**src/rtl/multicycle_controller_if.sv**
```systemverilog
// Controller <-> datapath bundle: opcode/flags and memory handshakes in, all strobes out.
`timescale 1ns/1ps
interface multicycle_controller_if #(
    parameter int unsigned RETIRE_W = 16
);
    logic [5:0]          opcode;
    logic                c_flag;
    logic                z_flag;
    logic                imem_ready;
    logic                mem_ready;
    logic                imem_req;
    logic                ir_write;
    logic                pc_write;
    logic [2:0]          pc_src;
    logic [2:0]          alu_op;
    logic                alu_src_const;
    logic                rf_rd2_sel_rd;
    logic                rf_write_en;
    logic [2:0]          rf_in_sel;
    logic                mem_read;
    logic                mem_write;
    logic                flag_write;
    logic                flag_sel_shifter;
    logic                retire;
    logic [RETIRE_W-1:0] retired_count;
    logic                error;

    modport master (
        input  opcode, c_flag, z_flag, imem_ready, mem_ready,
        output imem_req, ir_write, pc_write, pc_src, alu_op, alu_src_const, rf_rd2_sel_rd,
               rf_write_en, rf_in_sel, mem_read, mem_write, flag_write, flag_sel_shifter,
               retire, retired_count, error
    );

    modport slave (
        output opcode, c_flag, z_flag, imem_ready, mem_ready,
        input  imem_req, ir_write, pc_write, pc_src, alu_op, alu_src_const, rf_rd2_sel_rd,
               rf_write_en, rf_in_sel, mem_read, mem_write, flag_write, flag_sel_shifter,
               retire, retired_count, error
    );
endinterface

```
**src/rtl/multicycle_controller.sv**
```systemverilog
// Multi-cycle FETCH/DECODE/EXEC/MEM/WB sequencer with ready handshakes, timeout trap
// and retired-instruction counter.
`timescale 1ns/1ps
module multicycle_controller #(
    parameter int unsigned TIMEOUT_CYCLES = 15,
    parameter int unsigned RETIRE_W       = 16
) (
    input logic                    clk,
    input logic                    rst,
    multicycle_controller_if.master bus
);
    localparam logic [2:0] StFetch  = 3'd0;
    localparam logic [2:0] StDecode = 3'd1;
    localparam logic [2:0] StExec   = 3'd2;
    localparam logic [2:0] StMem    = 3'd3;
    localparam logic [2:0] StWb     = 3'd4;
    localparam logic [2:0] StError  = 3'd5;

    localparam int unsigned WaitW = (TIMEOUT_CYCLES < 2) ? 1 : $clog2(TIMEOUT_CYCLES + 1);

    localparam logic [2:0] PcOffset = 3'b100;
    localparam logic [2:0] PcConst  = 3'b010;
    localparam logic [2:0] PcPlus1  = 3'b001;

    logic [2:0]          state_q, state_d;
    logic [WaitW-1:0]    wait_q, wait_d;
    logic [RETIRE_W-1:0] count_q;

    logic [5:0] op;
    logic is_ralu, is_ialu, is_alu, is_mem, is_load, is_store, is_rsvd;
    logic is_jump, is_branch, is_shift, taken, single, timeout_hit;
    logic unused_opcode_lsb;

    assign op                = bus.opcode;
    assign unused_opcode_lsb = op[0];
    assign is_ralu   = (op[5:4] == 2'b00);
    assign is_ialu   = (op[5:4] == 2'b01);
    assign is_alu    = is_ralu | is_ialu;
    assign is_mem    = (op[5:3] == 3'b100);
    assign is_load   = is_mem & (op[2:1] == 2'b00);
    assign is_store  = is_mem & (op[2:1] == 2'b01);
    assign is_rsvd   = is_mem & op[2];
    assign is_jump   = (op[5:3] == 3'b101);
    assign is_branch = (op[5:3] == 3'b110);
    assign is_shift  = (op[5:3] == 3'b111);
    assign single    = is_jump | is_branch | is_rsvd;

    always_comb begin
        case (op[2:1])
            2'b00:   taken = bus.z_flag;
            2'b01:   taken = ~bus.z_flag;
            2'b10:   taken = bus.c_flag;
            default: taken = ~bus.c_flag;
        endcase
    end

    // A zero limit disables the trap entirely.
    assign timeout_hit = (TIMEOUT_CYCLES != 0) && (wait_q == WaitW'(TIMEOUT_CYCLES - 1));

    always_comb begin
        state_d = state_q;
        wait_d  = '0;
        case (state_q)
            StFetch: begin
                if (bus.imem_ready)   state_d = StDecode;
                else if (timeout_hit) state_d = StError;
                else                  wait_d  = wait_q + 1'b1;
            end
            StDecode: state_d = single ? StFetch : StExec;
            StExec:   state_d = is_mem ? StMem : StWb;
            StMem: begin
                if (bus.mem_ready)    state_d = is_load ? StWb : StFetch;
                else if (timeout_hit) state_d = StError;
                else                  wait_d  = wait_q + 1'b1;
            end
            StWb:     state_d = StFetch;
            StError:  state_d = StError;
            default:  state_d = StFetch;
        endcase
    end

    logic       imem_req, ir_write, pc_write, alu_src_const, rf_rd2_sel_rd, rf_write_en;
    logic       mem_read, mem_write, flag_write, flag_sel_shifter, retire, error;
    logic [2:0] pc_src, alu_op, rf_in_sel;

    always_comb begin
        imem_req = 1'b0; ir_write = 1'b0; pc_write = 1'b0; pc_src = 3'b000;
        alu_op = 3'b000; alu_src_const = 1'b0; rf_rd2_sel_rd = 1'b0; rf_write_en = 1'b0;
        rf_in_sel = 3'b000; mem_read = 1'b0; mem_write = 1'b0; flag_write = 1'b0;
        flag_sel_shifter = 1'b0; retire = 1'b0; error = 1'b0;
        // EXEC datapath controls stay asserted through MEM and WB.
        if (state_q == StExec || state_q == StMem || state_q == StWb) begin
            alu_op        = is_alu ? op[3:1] : 3'b000;
            alu_src_const = is_ialu | is_mem;
            rf_rd2_sel_rd = is_store;
        end
        case (state_q)
            StFetch: begin
                imem_req = 1'b1;
                ir_write = bus.imem_ready;
            end
            StDecode: begin
                if (single) begin
                    pc_write = 1'b1;
                    retire   = 1'b1;
                    if (is_jump)                pc_src = PcConst;
                    else if (is_branch & taken) pc_src = PcOffset;
                    else                        pc_src = PcPlus1;
                end
            end
            StMem: begin
                mem_read  = is_load;
                mem_write = is_store;
                if (bus.mem_ready && is_store) begin
                    pc_write = 1'b1;
                    pc_src   = PcPlus1;
                    retire   = 1'b1;
                end
            end
            StWb: begin
                rf_write_en      = 1'b1;
                rf_in_sel        = is_load ? 3'b010 : (is_shift ? 3'b100 : 3'b001);
                flag_write       = ~is_load;
                flag_sel_shifter = is_shift;
                pc_write         = 1'b1;
                pc_src           = PcPlus1;
                retire           = 1'b1;
            end
            StError: error = 1'b1;
            default: ;
        endcase
        // Reset aborts immediately: nothing may be written on the reset edge.
        if (!rst) begin
            imem_req = 1'b0; ir_write = 1'b0; pc_write = 1'b0; pc_src = 3'b000;
            alu_op = 3'b000; alu_src_const = 1'b0; rf_rd2_sel_rd = 1'b0; rf_write_en = 1'b0;
            rf_in_sel = 3'b000; mem_read = 1'b0; mem_write = 1'b0; flag_write = 1'b0;
            flag_sel_shifter = 1'b0; retire = 1'b0; error = 1'b0;
        end
    end

    always_ff @(posedge clk) begin
        if (!rst) begin
            state_q <= StFetch;
            wait_q  <= '0;
            count_q <= '0;
        end else begin
            state_q <= state_d;
            wait_q  <= wait_d;
            if (retire) count_q <= count_q + 1'b1;
        end
    end

    assign bus.imem_req         = imem_req;
    assign bus.ir_write         = ir_write;
    assign bus.pc_write         = pc_write;
    assign bus.pc_src           = pc_src;
    assign bus.alu_op           = alu_op;
    assign bus.alu_src_const    = alu_src_const;
    assign bus.rf_rd2_sel_rd    = rf_rd2_sel_rd;
    assign bus.rf_write_en      = rf_write_en;
    assign bus.rf_in_sel        = rf_in_sel;
    assign bus.mem_read         = mem_read;
    assign bus.mem_write        = mem_write;
    assign bus.flag_write       = flag_write;
    assign bus.flag_sel_shifter = flag_sel_shifter;
    assign bus.retire           = retire;
    assign bus.retired_count    = rst ? count_q : '0;
    assign bus.error            = error;
endmodule

```
**src/flat_wrapper.sv**
```systemverilog
// flat-port wrapper written by rule: the top's interface ports become plain ports
module multicycle_controller_flat 
#(
    parameter int unsigned TIMEOUT_CYCLES = 15,
    parameter int unsigned RETIRE_W       = 16
)
  (clk, rst, bus_opcode, bus_c_flag, bus_z_flag, bus_imem_ready, bus_mem_ready, bus_imem_req, bus_ir_write, bus_pc_write, bus_pc_src, bus_alu_op, bus_alu_src_const, bus_rf_rd2_sel_rd, bus_rf_write_en, bus_rf_in_sel, bus_mem_read, bus_mem_write, bus_flag_write, bus_flag_sel_shifter, bus_retire, bus_retired_count, bus_error);
  multicycle_controller_if #(.RETIRE_W(RETIRE_W)) bus_i ();
  input logic clk;
  input logic rst;
  input wire logic [$bits(bus_i.opcode)-1:0] bus_opcode;
  input wire logic [$bits(bus_i.c_flag)-1:0] bus_c_flag;
  input wire logic [$bits(bus_i.z_flag)-1:0] bus_z_flag;
  input wire logic [$bits(bus_i.imem_ready)-1:0] bus_imem_ready;
  input wire logic [$bits(bus_i.mem_ready)-1:0] bus_mem_ready;
  output wire logic [$bits(bus_i.imem_req)-1:0] bus_imem_req;
  output wire logic [$bits(bus_i.ir_write)-1:0] bus_ir_write;
  output wire logic [$bits(bus_i.pc_write)-1:0] bus_pc_write;
  output wire logic [$bits(bus_i.pc_src)-1:0] bus_pc_src;
  output wire logic [$bits(bus_i.alu_op)-1:0] bus_alu_op;
  output wire logic [$bits(bus_i.alu_src_const)-1:0] bus_alu_src_const;
  output wire logic [$bits(bus_i.rf_rd2_sel_rd)-1:0] bus_rf_rd2_sel_rd;
  output wire logic [$bits(bus_i.rf_write_en)-1:0] bus_rf_write_en;
  output wire logic [$bits(bus_i.rf_in_sel)-1:0] bus_rf_in_sel;
  output wire logic [$bits(bus_i.mem_read)-1:0] bus_mem_read;
  output wire logic [$bits(bus_i.mem_write)-1:0] bus_mem_write;
  output wire logic [$bits(bus_i.flag_write)-1:0] bus_flag_write;
  output wire logic [$bits(bus_i.flag_sel_shifter)-1:0] bus_flag_sel_shifter;
  output wire logic [$bits(bus_i.retire)-1:0] bus_retire;
  output wire logic [$bits(bus_i.retired_count)-1:0] bus_retired_count;
  output wire logic [$bits(bus_i.error)-1:0] bus_error;
  assign bus_i.opcode = bus_opcode;
  assign bus_i.c_flag = bus_c_flag;
  assign bus_i.z_flag = bus_z_flag;
  assign bus_i.imem_ready = bus_imem_ready;
  assign bus_i.mem_ready = bus_mem_ready;
  assign bus_imem_req = bus_i.imem_req;
  assign bus_ir_write = bus_i.ir_write;
  assign bus_pc_write = bus_i.pc_write;
  assign bus_pc_src = bus_i.pc_src;
  assign bus_alu_op = bus_i.alu_op;
  assign bus_alu_src_const = bus_i.alu_src_const;
  assign bus_rf_rd2_sel_rd = bus_i.rf_rd2_sel_rd;
  assign bus_rf_write_en = bus_i.rf_write_en;
  assign bus_rf_in_sel = bus_i.rf_in_sel;
  assign bus_mem_read = bus_i.mem_read;
  assign bus_mem_write = bus_i.mem_write;
  assign bus_flag_write = bus_i.flag_write;
  assign bus_flag_sel_shifter = bus_i.flag_sel_shifter;
  assign bus_retire = bus_i.retire;
  assign bus_retired_count = bus_i.retired_count;
  assign bus_error = bus_i.error;
  multicycle_controller #(.TIMEOUT_CYCLES(TIMEOUT_CYCLES), .RETIRE_W(RETIRE_W)) u_core (.clk(clk), .rst(rst), .bus(bus_i));
endmodule
```
**config.mk**
```make
export PLATFORM = sky130hd
export DESIGN_NAME = multicycle_controller_flat
export DESIGN_NICKNAME = d
export VERILOG_FILES = /design/src/rtl/multicycle_controller_if.sv /design/src/rtl/multicycle_controller.sv /design/src/flat_wrapper.sv
export SDC_FILE = /design/constraint.sdc
export NUM_CORES = 1
export LEC_CHECK = 0
export ABC_AREA = 0
export BUFFER_PORTS_ARGS = -buffer_cell sky130_fd_sc_hd__buf_2
export CORE_MARGIN = 2
export CORE_UTILIZATION = 34
export DETAILED_ROUTE_END_ITERATION = 8
export MAX_ROUTING_LAYER = met4
export PLACE_DENSITY = 0.68
export SLEW_MARGIN = 20
export SYNTH_ARGS = -nofsm -noshare
export SYNTH_HDL_FRONTEND = slang
export SYNTH_SLANG_ARGS = --single-unit
```
**constraint.sdc**
```tcl
create_clock -name clk -period 2 [get_ports clk]
set_input_delay 0.1 -clock clk [delete_from_list [all_inputs] [get_ports clk]]
set_output_delay 0.1 -clock clk [all_outputs]
set_load 0.05 [all_outputs]
```
==> results of run 1 <==
kinds of logic after synthesis:
family                   count (synthesis)
AND/OR/NAND/NOR                        111
AO/OA/AOI/OAI                           29
buffers and inverters                   25
flip-flops                              23
multiplexers                            15
XOR/XNOR                                 3
adder cells (fa/ha/maj)                  3
critical path: cells and delay by family, from the launching register on:
kind          cells  cell delay [ns]
buf+inv           2             0.42
flops             1             0.41
simple gates      3             0.72
power by group:
group          total (mW)  internal [mW]  leakage [nW]  switching (mW)
registers           0.494          0.474         0.187          0.0200
logic               0.326          0.127         0.795           0.198
clock network       0.294          0.142        0.0228           0.151
total                1.11          0.744          1.00           0.370
placed cells by master (no fill, tap or decap), types with 3 or more instances in the layout:
| cell type | instances |
|---|---|
| sky130_fd_sc_hd__a21oi_1 | 10 |
| sky130_fd_sc_hd__buf_2 | 45 |
| sky130_fd_sc_hd__nor2_1 | 25 |
| sky130_fd_sc_hd__and3_1 | 3 |
| sky130_fd_sc_hd__nand3_1 | 6 |
| sky130_fd_sc_hd__ha_1 | 3 |
| sky130_fd_sc_hd__mux2i_1 | 4 |
| sky130_fd_sc_hd__nand2_1 | 18 |
| sky130_fd_sc_hd__nand4_1 | 3 |
| sky130_fd_sc_hd__nor2b_1 | 5 |
| sky130_fd_sc_hd__dfxtp_1 | 20 |
| sky130_fd_sc_hd__buf_4 | 31 |
| sky130_fd_sc_hd__mux2_2 | 9 |
| sky130_fd_sc_hd__and2_1 | 18 |
| sky130_fd_sc_hd__nor3_1 | 6 |
| sky130_fd_sc_hd__clkbuf_8 | 3 |
| sky130_fd_sc_hd__nand2b_1 | 3 |
| sky130_fd_sc_hd__dfxtp_2 | 3 |
| sky130_fd_sc_hd__inv_1 | 10 |
final cells by class:
class	instances	area (um2)
Fill cell	481	2490
Multi-Input combinational cell	161	1120
Timing Repair Buffer	77	465
Sequential cell	23	464
Tap cell	54	67.6
Clock buffer	4	45.0
Inverter	11	45.0
registers in the layout, summed over array words and instances, names as in the netlist:
signal and cells:
u_core.wait_q 4, u_core.count_q 16, u_core.state_q 3
metal layers:
layer | share of wire | vias up | GRT usage
met1 | 0.46 | 800 | 0.206
met3 | 0.038 | 6 | 0.0384
met5 | 0 | - | -
li1 | - | 870 | -
met2 | 0.49 | 36 | 0.275
met4 | 0.011 | 0 | 0.0384
through the flow:
step | power (mW) | TNS (ns) | util
global route | 1.18 | -0.00799 | 0.470
detailed placement | 0.818 | -0.249 | 0.455
finish | 1.11 | 0 | 0.470
global placement | 0.813 | -0.150 | 0.455
CTS | 1.12 | 0 | 0.465
floorplan | 0.706 | -0.250 | -
how the worst max path moves through the flow:
| stage | endpoint | startpoint | slack (ns) |
|---|---|---|---|
| after detailed placement | u_core.count_q[15] | bus_opcode[3] | -0.09 |
| after global placement | u_core.count_q[15] | bus_opcode[3] | -0.07 |
| after floorplan | u_core.count_q[10] | bus_opcode[5] | -0.1 |
| after CTS | bus_retire | u_core.state_q[2] | 0.008 |
| final | bus_pc_write | u_core.state_q[0] | 0.09 |
| after global routing | u_core.count_q[15] | u_core.state_q[2] | -0.007 |
repair_timing:
| action | in CTS | in global routing |
|---|---|---|
| hold buffers | 0 | 0 |
| resized for setup | 2 | 6 |
| buffers inserted | 0 | 1 |
| setup endpoints to repair | 3 | 3 |
| cloned | 0 | 0 |
==> metrics.txt, run 1 <==
number of DRC markers in iteration 0=83; required time at the worst-slack endpoint=1.90 ns; Total Routing Usage GR=0.166; number of flops mapped to enable cells by yosys=0; Final Hold Viols=0; number of antenna violations at the first check in global routing=0; Syn Area/Cell=7.84 um2; worst hold slack=0.287 ns; Worst R2R End=u_core.count_q[15]; Synth Area in XOR/XNOR=0.0160; setup repair after global routing missed its margin=true; CTS tree=done; Async SR Flop Fraction=0; Final Slew Violations=0; number of nets produced by synthesis=224; post-route non-filler standard cell count=330; GRT overflow=0; start point of the worst min-delay path=rst; Port Buffer Count=47; wire length reported by the detailed router=4280 um; post-synthesis compound-gate area fraction=0.151; synthesis-to-finish area growth=34.7%; result of the run=finished clean; DRC violations left=0; slack of the critical path=0.0873 ns; Clock transition at path regs=0.08 ns; hold depth=4; Top Ports=49; sequential cell area fraction in the yosys report=0.281; worst reg2reg path startpoint=u_core.state_q[2]; core area=4690 um2; kind of launch point of the worst setup path=flop; minimum setup slack among reg-to-reg paths=0.11 ns; DRT Pass-1 Iters=4; ratio of cells with drive above 1 in the final layout=0.391; count of H-tree levels built during CTS=1; Initial Utilization=0.349; buffer depth of the longest clock path=2; count of endpoints failing setup in the final report=0; Synth Flop Type=sky130_fd_sc_hd__dfxtp_1; tightest slew margin relative to the limit=0.679; average vias per placed instance=5.19; start-to-end type of the worst setup path=flop to primary output; worst slew pin tran=0.481 ns; synthesis warning total=0; Row Count=25; final std cell area, no fill=2210 um2; placer's final routability congestion estimate=0.831; P per Cell Area=505 nW/um2; Crit path largest cell delay=0.49 ns; most frequent cells after synthesis=sky130_fd_sc_hd__nor2_1, sky130_fd_sc_hd__dfxtp_1, sky130_fd_sc_hd__nand2_1; Detail Route Antenna Nets=0; clock root cell=sky130_fd_sc_hd__clkbuf_8; maximum number of pins on one net before global-route repair=15; most frequent cell after synthesis=sky130_fd_sc_hd__nor2_1; antenna cells=0; number of distinct standard cells referenced by the synthesized netlist=50; placed wire-length estimate=3340 um; top cells by area in the synthesized netlist=sky130_fd_sc_hd__dfxtp_1, sky130_fd_sc_hd__and2_1, sky130_fd_sc_hd__mux2_2, sky130_fd_sc_hd__nor2_1, sky130_fd_sc_hd__nand2_1; Synth Register Bits=23; Clock Latency Late Sink=0.27 ns; Synth Area in Adders=0.0229; cell breakdown of the critical path=nand4b_1 > or3_4 > buf_4 > nand2_4 > clkbuf_4; sinks on the clock net=23; Cell Count Post-Placement=325; Worst IR Drop VDD=389 uV; biggest area consumer among synthesized cells=sky130_fd_sc_hd__dfxtp_1; vias after detailed routing=1712; worst slack at placement=-0.0905 ns; clock skew after layout=0.00938 ns; Critical Path Slowest Stage Cell=sky130_fd_sc_hd__or3_4; CP Capture Type=primary output; final period demand of the worst path=1.91 ns; Leakage Power=1.00 nW; simple-gate share of the synthesized area=0.362; Fmax achieved=523 MHz; crit path max fanout=7; final-stage net count=292; height of the chip=73.4 um; area fraction of the dominant cell type after synthesis=0.281; arrival time reported for the critical path endpoint=1.81 ns; standard cell area after detailed placement=2140 um2; area of the mapped netlist=1640 um2; Max Cap Viol=0; Die Area=5390 um2; Die W=73.4 um; synthesized netlist cell count=209; share of the cycle needed by the critical path after routing=0.956; share of synthesized area spent on multiplexers=0.100; largest family of logic cells by synthesized area=simple AND/OR/NAND/NOR gates; global-route wire length before repair=6920 um; average wire per standard cell=13.0 um; Hold/Removal Path Class=primary input to flop; number of buffers inserted during clock tree synthesis=3; number of global-route vias before repair=1518; Worst Reg2Reg Path Length in Cells=7; hold path endpoint=u_core.state_q[2]
Note: power is estimated with default switching activity, not from simulation.
==> inputs of run 2 (changes only) <==
--- a/config.mk
+++ b/config.mk
@@ -8,10 +8,10 @@
 export ABC_AREA = 0
 export BUFFER_PORTS_ARGS = -buffer_cell sky130_fd_sc_hd__buf_2
 export CORE_MARGIN = 2
-export CORE_UTILIZATION = 34
+export CORE_UTILIZATION = 46
 export DETAILED_ROUTE_END_ITERATION = 8
 export MAX_ROUTING_LAYER = met4
-export PLACE_DENSITY = 0.68
+export PLACE_DENSITY = 0.84
 export SLEW_MARGIN = 20
 export SYNTH_ARGS = -nofsm -noshare
 export SYNTH_HDL_FRONTEND = slang
==> run 2 against run 1 <==
Against the previous run:
- first-iteration DRC count up 12%
- final cell count down 3.0%
- critical path type unchanged
- register-to-register slack worse by 0.02 ns
- sequential share of layout area up 0.38 points
- global-route usage up 4.7 points
- die area down 25%
==> metrics.txt, run 2 (synthesis gave the netlist of run 1 again) <==
Largest Register=u_core.count_q (unchanged); vias after detailed routing=1720 (was 1712); synthesis-to-finish area growth=33.7% (was 34.7%); Port Buffer Count=47 (unchanged); Die W=63.7 um (was 73.4 um); Fmax achieved=517 MHz (was 523 MHz); kind of launch point of the worst setup path=flop (unchanged); Final Slew Violations=0 (unchanged); Clock transition at path regs=0.12 ns (was 0.08 ns); hold_buf cts=0 (unchanged); number of DRC markers in iteration 0=93 (was 83); crit path max fanout=8 (was 7); Worst Reg2Reg Path Length in Cells=8 (was 7); result of the run=finished clean (unchanged); height of the chip=63.7 um (was 73.4 um); count of endpoints failing setup in the final report=0 (unchanged); maximum number of pins on one net before global-route repair=23 (was 15); CTS tree=done (unchanged); final period demand of the worst path=1.93 ns (was 1.91 ns); DRC violations left=0 (unchanged); DRT Pass-1 Iters=4 (unchanged); final std cell area, no fill=2190 um2 (was 2210 um2); Detail Route Antenna Nets=0 (unchanged); Top Ports=49 (unchanged); most common cell after layout, fill and taps aside=sky130_fd_sc_hd__buf_2 (unchanged); start point of the worst min-delay path=rst (unchanged); met3 global-route usage=0.0411 (was 0.0384); Cell Count Post-Placement=313 (was 325); Initial Utilization=0.483 (was 0.349); Hold/Removal Path Class=primary input to flop (unchanged); placed wire-length estimate=3170 um (was 3340 um); Worst R2R End=u_core.count_q[8] (was u_core.count_q[15]); leading cell types in the layout, fill and taps excluded=sky130_fd_sc_hd__buf_2, sky130_fd_sc_hd__buf_4, sky130_fd_sc_hd__nor2_1 (unchanged); Final Hold Viols=0 (unchanged); Clock Latency Late Sink=0.31 ns (was 0.27 ns); sinks on the clock net=23 (unchanged); ratio of cells with drive above 1 in the final layout=0.391 (about the same); worst reg2reg path startpoint=u_core.state_q[2] (unchanged); M2 GR Usage=0.368 (was 0.275); hold path endpoint=u_core.count_q[15] (was u_core.state_q[2]); GRT overflow=0 (unchanged); count of H-tree levels built during CTS=1 (unchanged); average vias per placed instance=5.38 (was 5.19); number of buffers inserted during clock tree synthesis=3 (unchanged); Leakage Power=0.994 nW (was 1.00 nW); buffer depth of the longest clock path=2 (unchanged); final core utilization=0.646 (was 0.470); CP Capture Type=primary output (unchanged); start-to-end type of the worst setup path=flop to primary output (unchanged); Row Count=21 (was 25); Total Routing Usage GR=0.213 (was 0.166); busiest grt layer=met2 (unchanged); Max Cap Viol=0 (unchanged); share of the cycle needed by the critical path after routing=0.967 (was 0.956); final-stage net count=290 (was 292); placer's final routability congestion estimate=0.873 (was 0.831); core area=3390 um2 (was 4690 um2); post-route non-filler standard cell count=320 (was 330); clock root cell=sky130_fd_sc_hd__clkbuf_4 (was sky130_fd_sc_hd__clkbuf_8); final-layout setup total negative slack=0 ns (unchanged); standard cell area after detailed placement=2100 um2 (was 2140 um2); hold depth=3 (was 4); clock skew after layout=0.00362 ns (was 0.00938 ns); max FFs per register=16 (unchanged); P per Cell Area=478 nW/um2 (was 505 nW/um2); minimum setup slack among reg-to-reg paths=0.09 ns (was 0.11 ns); registers with the most flip-flops=u_core.count_q x16, u_core.wait_q x4, u_core.state_q x3 (unchanged); Worst IR Drop VDD=477 uV (was 389 uV); required time at the worst-slack endpoint=1.90 ns (about the same); global-route wire length before repair=6780 um (was 6920 um); number of antenna violations at the first check in global routing=0 (unchanged); Total Power Consumption=1.05 mW (was 1.11 mW); average wire per standard cell=13.3 um (was 13.0 um); number of global-route vias before repair=1592 (was 1518); worst slew pin tran=0.447 ns (was 0.481 ns); tightest slew margin relative to the limit=0.702 (was 0.679); met1 layer usage reported by global route=0.248 (was 0.206); arrival time reported for the critical path endpoint=1.83 ns (was 1.81 ns); wire length reported by the detailed router=4250 um (was 4280 um); Die Area=4050 um2 (was 5390 um2); antenna cells=0 (unchanged)
==> run 2: cell types whose count changed in the layout (fill, tap and decap cells not counted), sizes merged <==
cell    previous run  this run
buf               76        74
clkinv             0         1
clkbuf             5         4
==> run 2: layout make-up <==
class,instances,area (um2)
Clock buffer,3,22.5
Clock inverter,1,5.00
Fill cell,282,1200
Inverter,11,45.0
Multi-Input combinational cell,161,1120
Sequential cell,23,469
Tap cell,46,57.6
Timing Repair Buffer,75,472
==> run 2: layer usage <==
| layer | wire length, um | vias to the layer above |
|---|---|---|
| li1 | - | 864 |
| met5 | 0 | - |
| met2 | 2150 | 53 |
| met3 | 181 | 8 |
| met1 | 1860 | 795 |
| met4 | 59 | 0 |
==> run 2: worst max path at each step <==
stage                    endpoint  slack [ns]              start
2_1_floorplan  u_core.count_q[10]        -0.1      bus_opcode[5]
3_3_place_gp   u_core.count_q[15]       -0.04      bus_opcode[3]
3_5_place_dp   u_core.count_q[14]       -0.05      bus_opcode[3]
4_1_cts              bus_pc_write       0.002  u_core.state_q[2]
5_1_grt             bus_alu_op[1]       -0.03  u_core.state_q[1]
6_report             bus_pc_write        0.07  u_core.state_q[2]
==> run 2: metrics by stage <==
step	worst slack [ns]	hold slack, ns
3_5_place_dp	-0.0538	0.458
5_1_grt	-0.0347	0.263
3_3_place_gp	-0.0353	0.448
2_1_floorplan	-0.0951	0.288
4_1_cts	0.00153	0.235
6_report	0.0659	0.253
==> run 2: where the power goes <==
group / total [mW] / switching, mW / internal [mW]
Clock: 0.215 / 0.140 / 0.0748
Sequential: 0.496 / 0.0216 / 0.474
Combinational: 0.335 / 0.204 / 0.131
==> run 2: repair_timing <==
item / CTS / global route
setup endpoints to repair: 5 / 12
gates cloned: 0 / 0
setup buffers: 1 / 2
pin swaps: 2 / 1
gates resized for setup: 4 / 11
hold endpoints to repair: 0 / 0
==> run 2: critical path, stage by stage, from the launching register on <==
cell and delay [ns]:
sky130_fd_sc_hd__dfxtp_4 0.39, sky130_fd_sc_hd__nand4b_1 0.21, sky130_fd_sc_hd__or3_4 0.51, sky130_fd_sc_hd__buf_6 0.16, sky130_fd_sc_hd__nand2_4 0.10, sky130_fd_sc_hd__buf_8 0.16
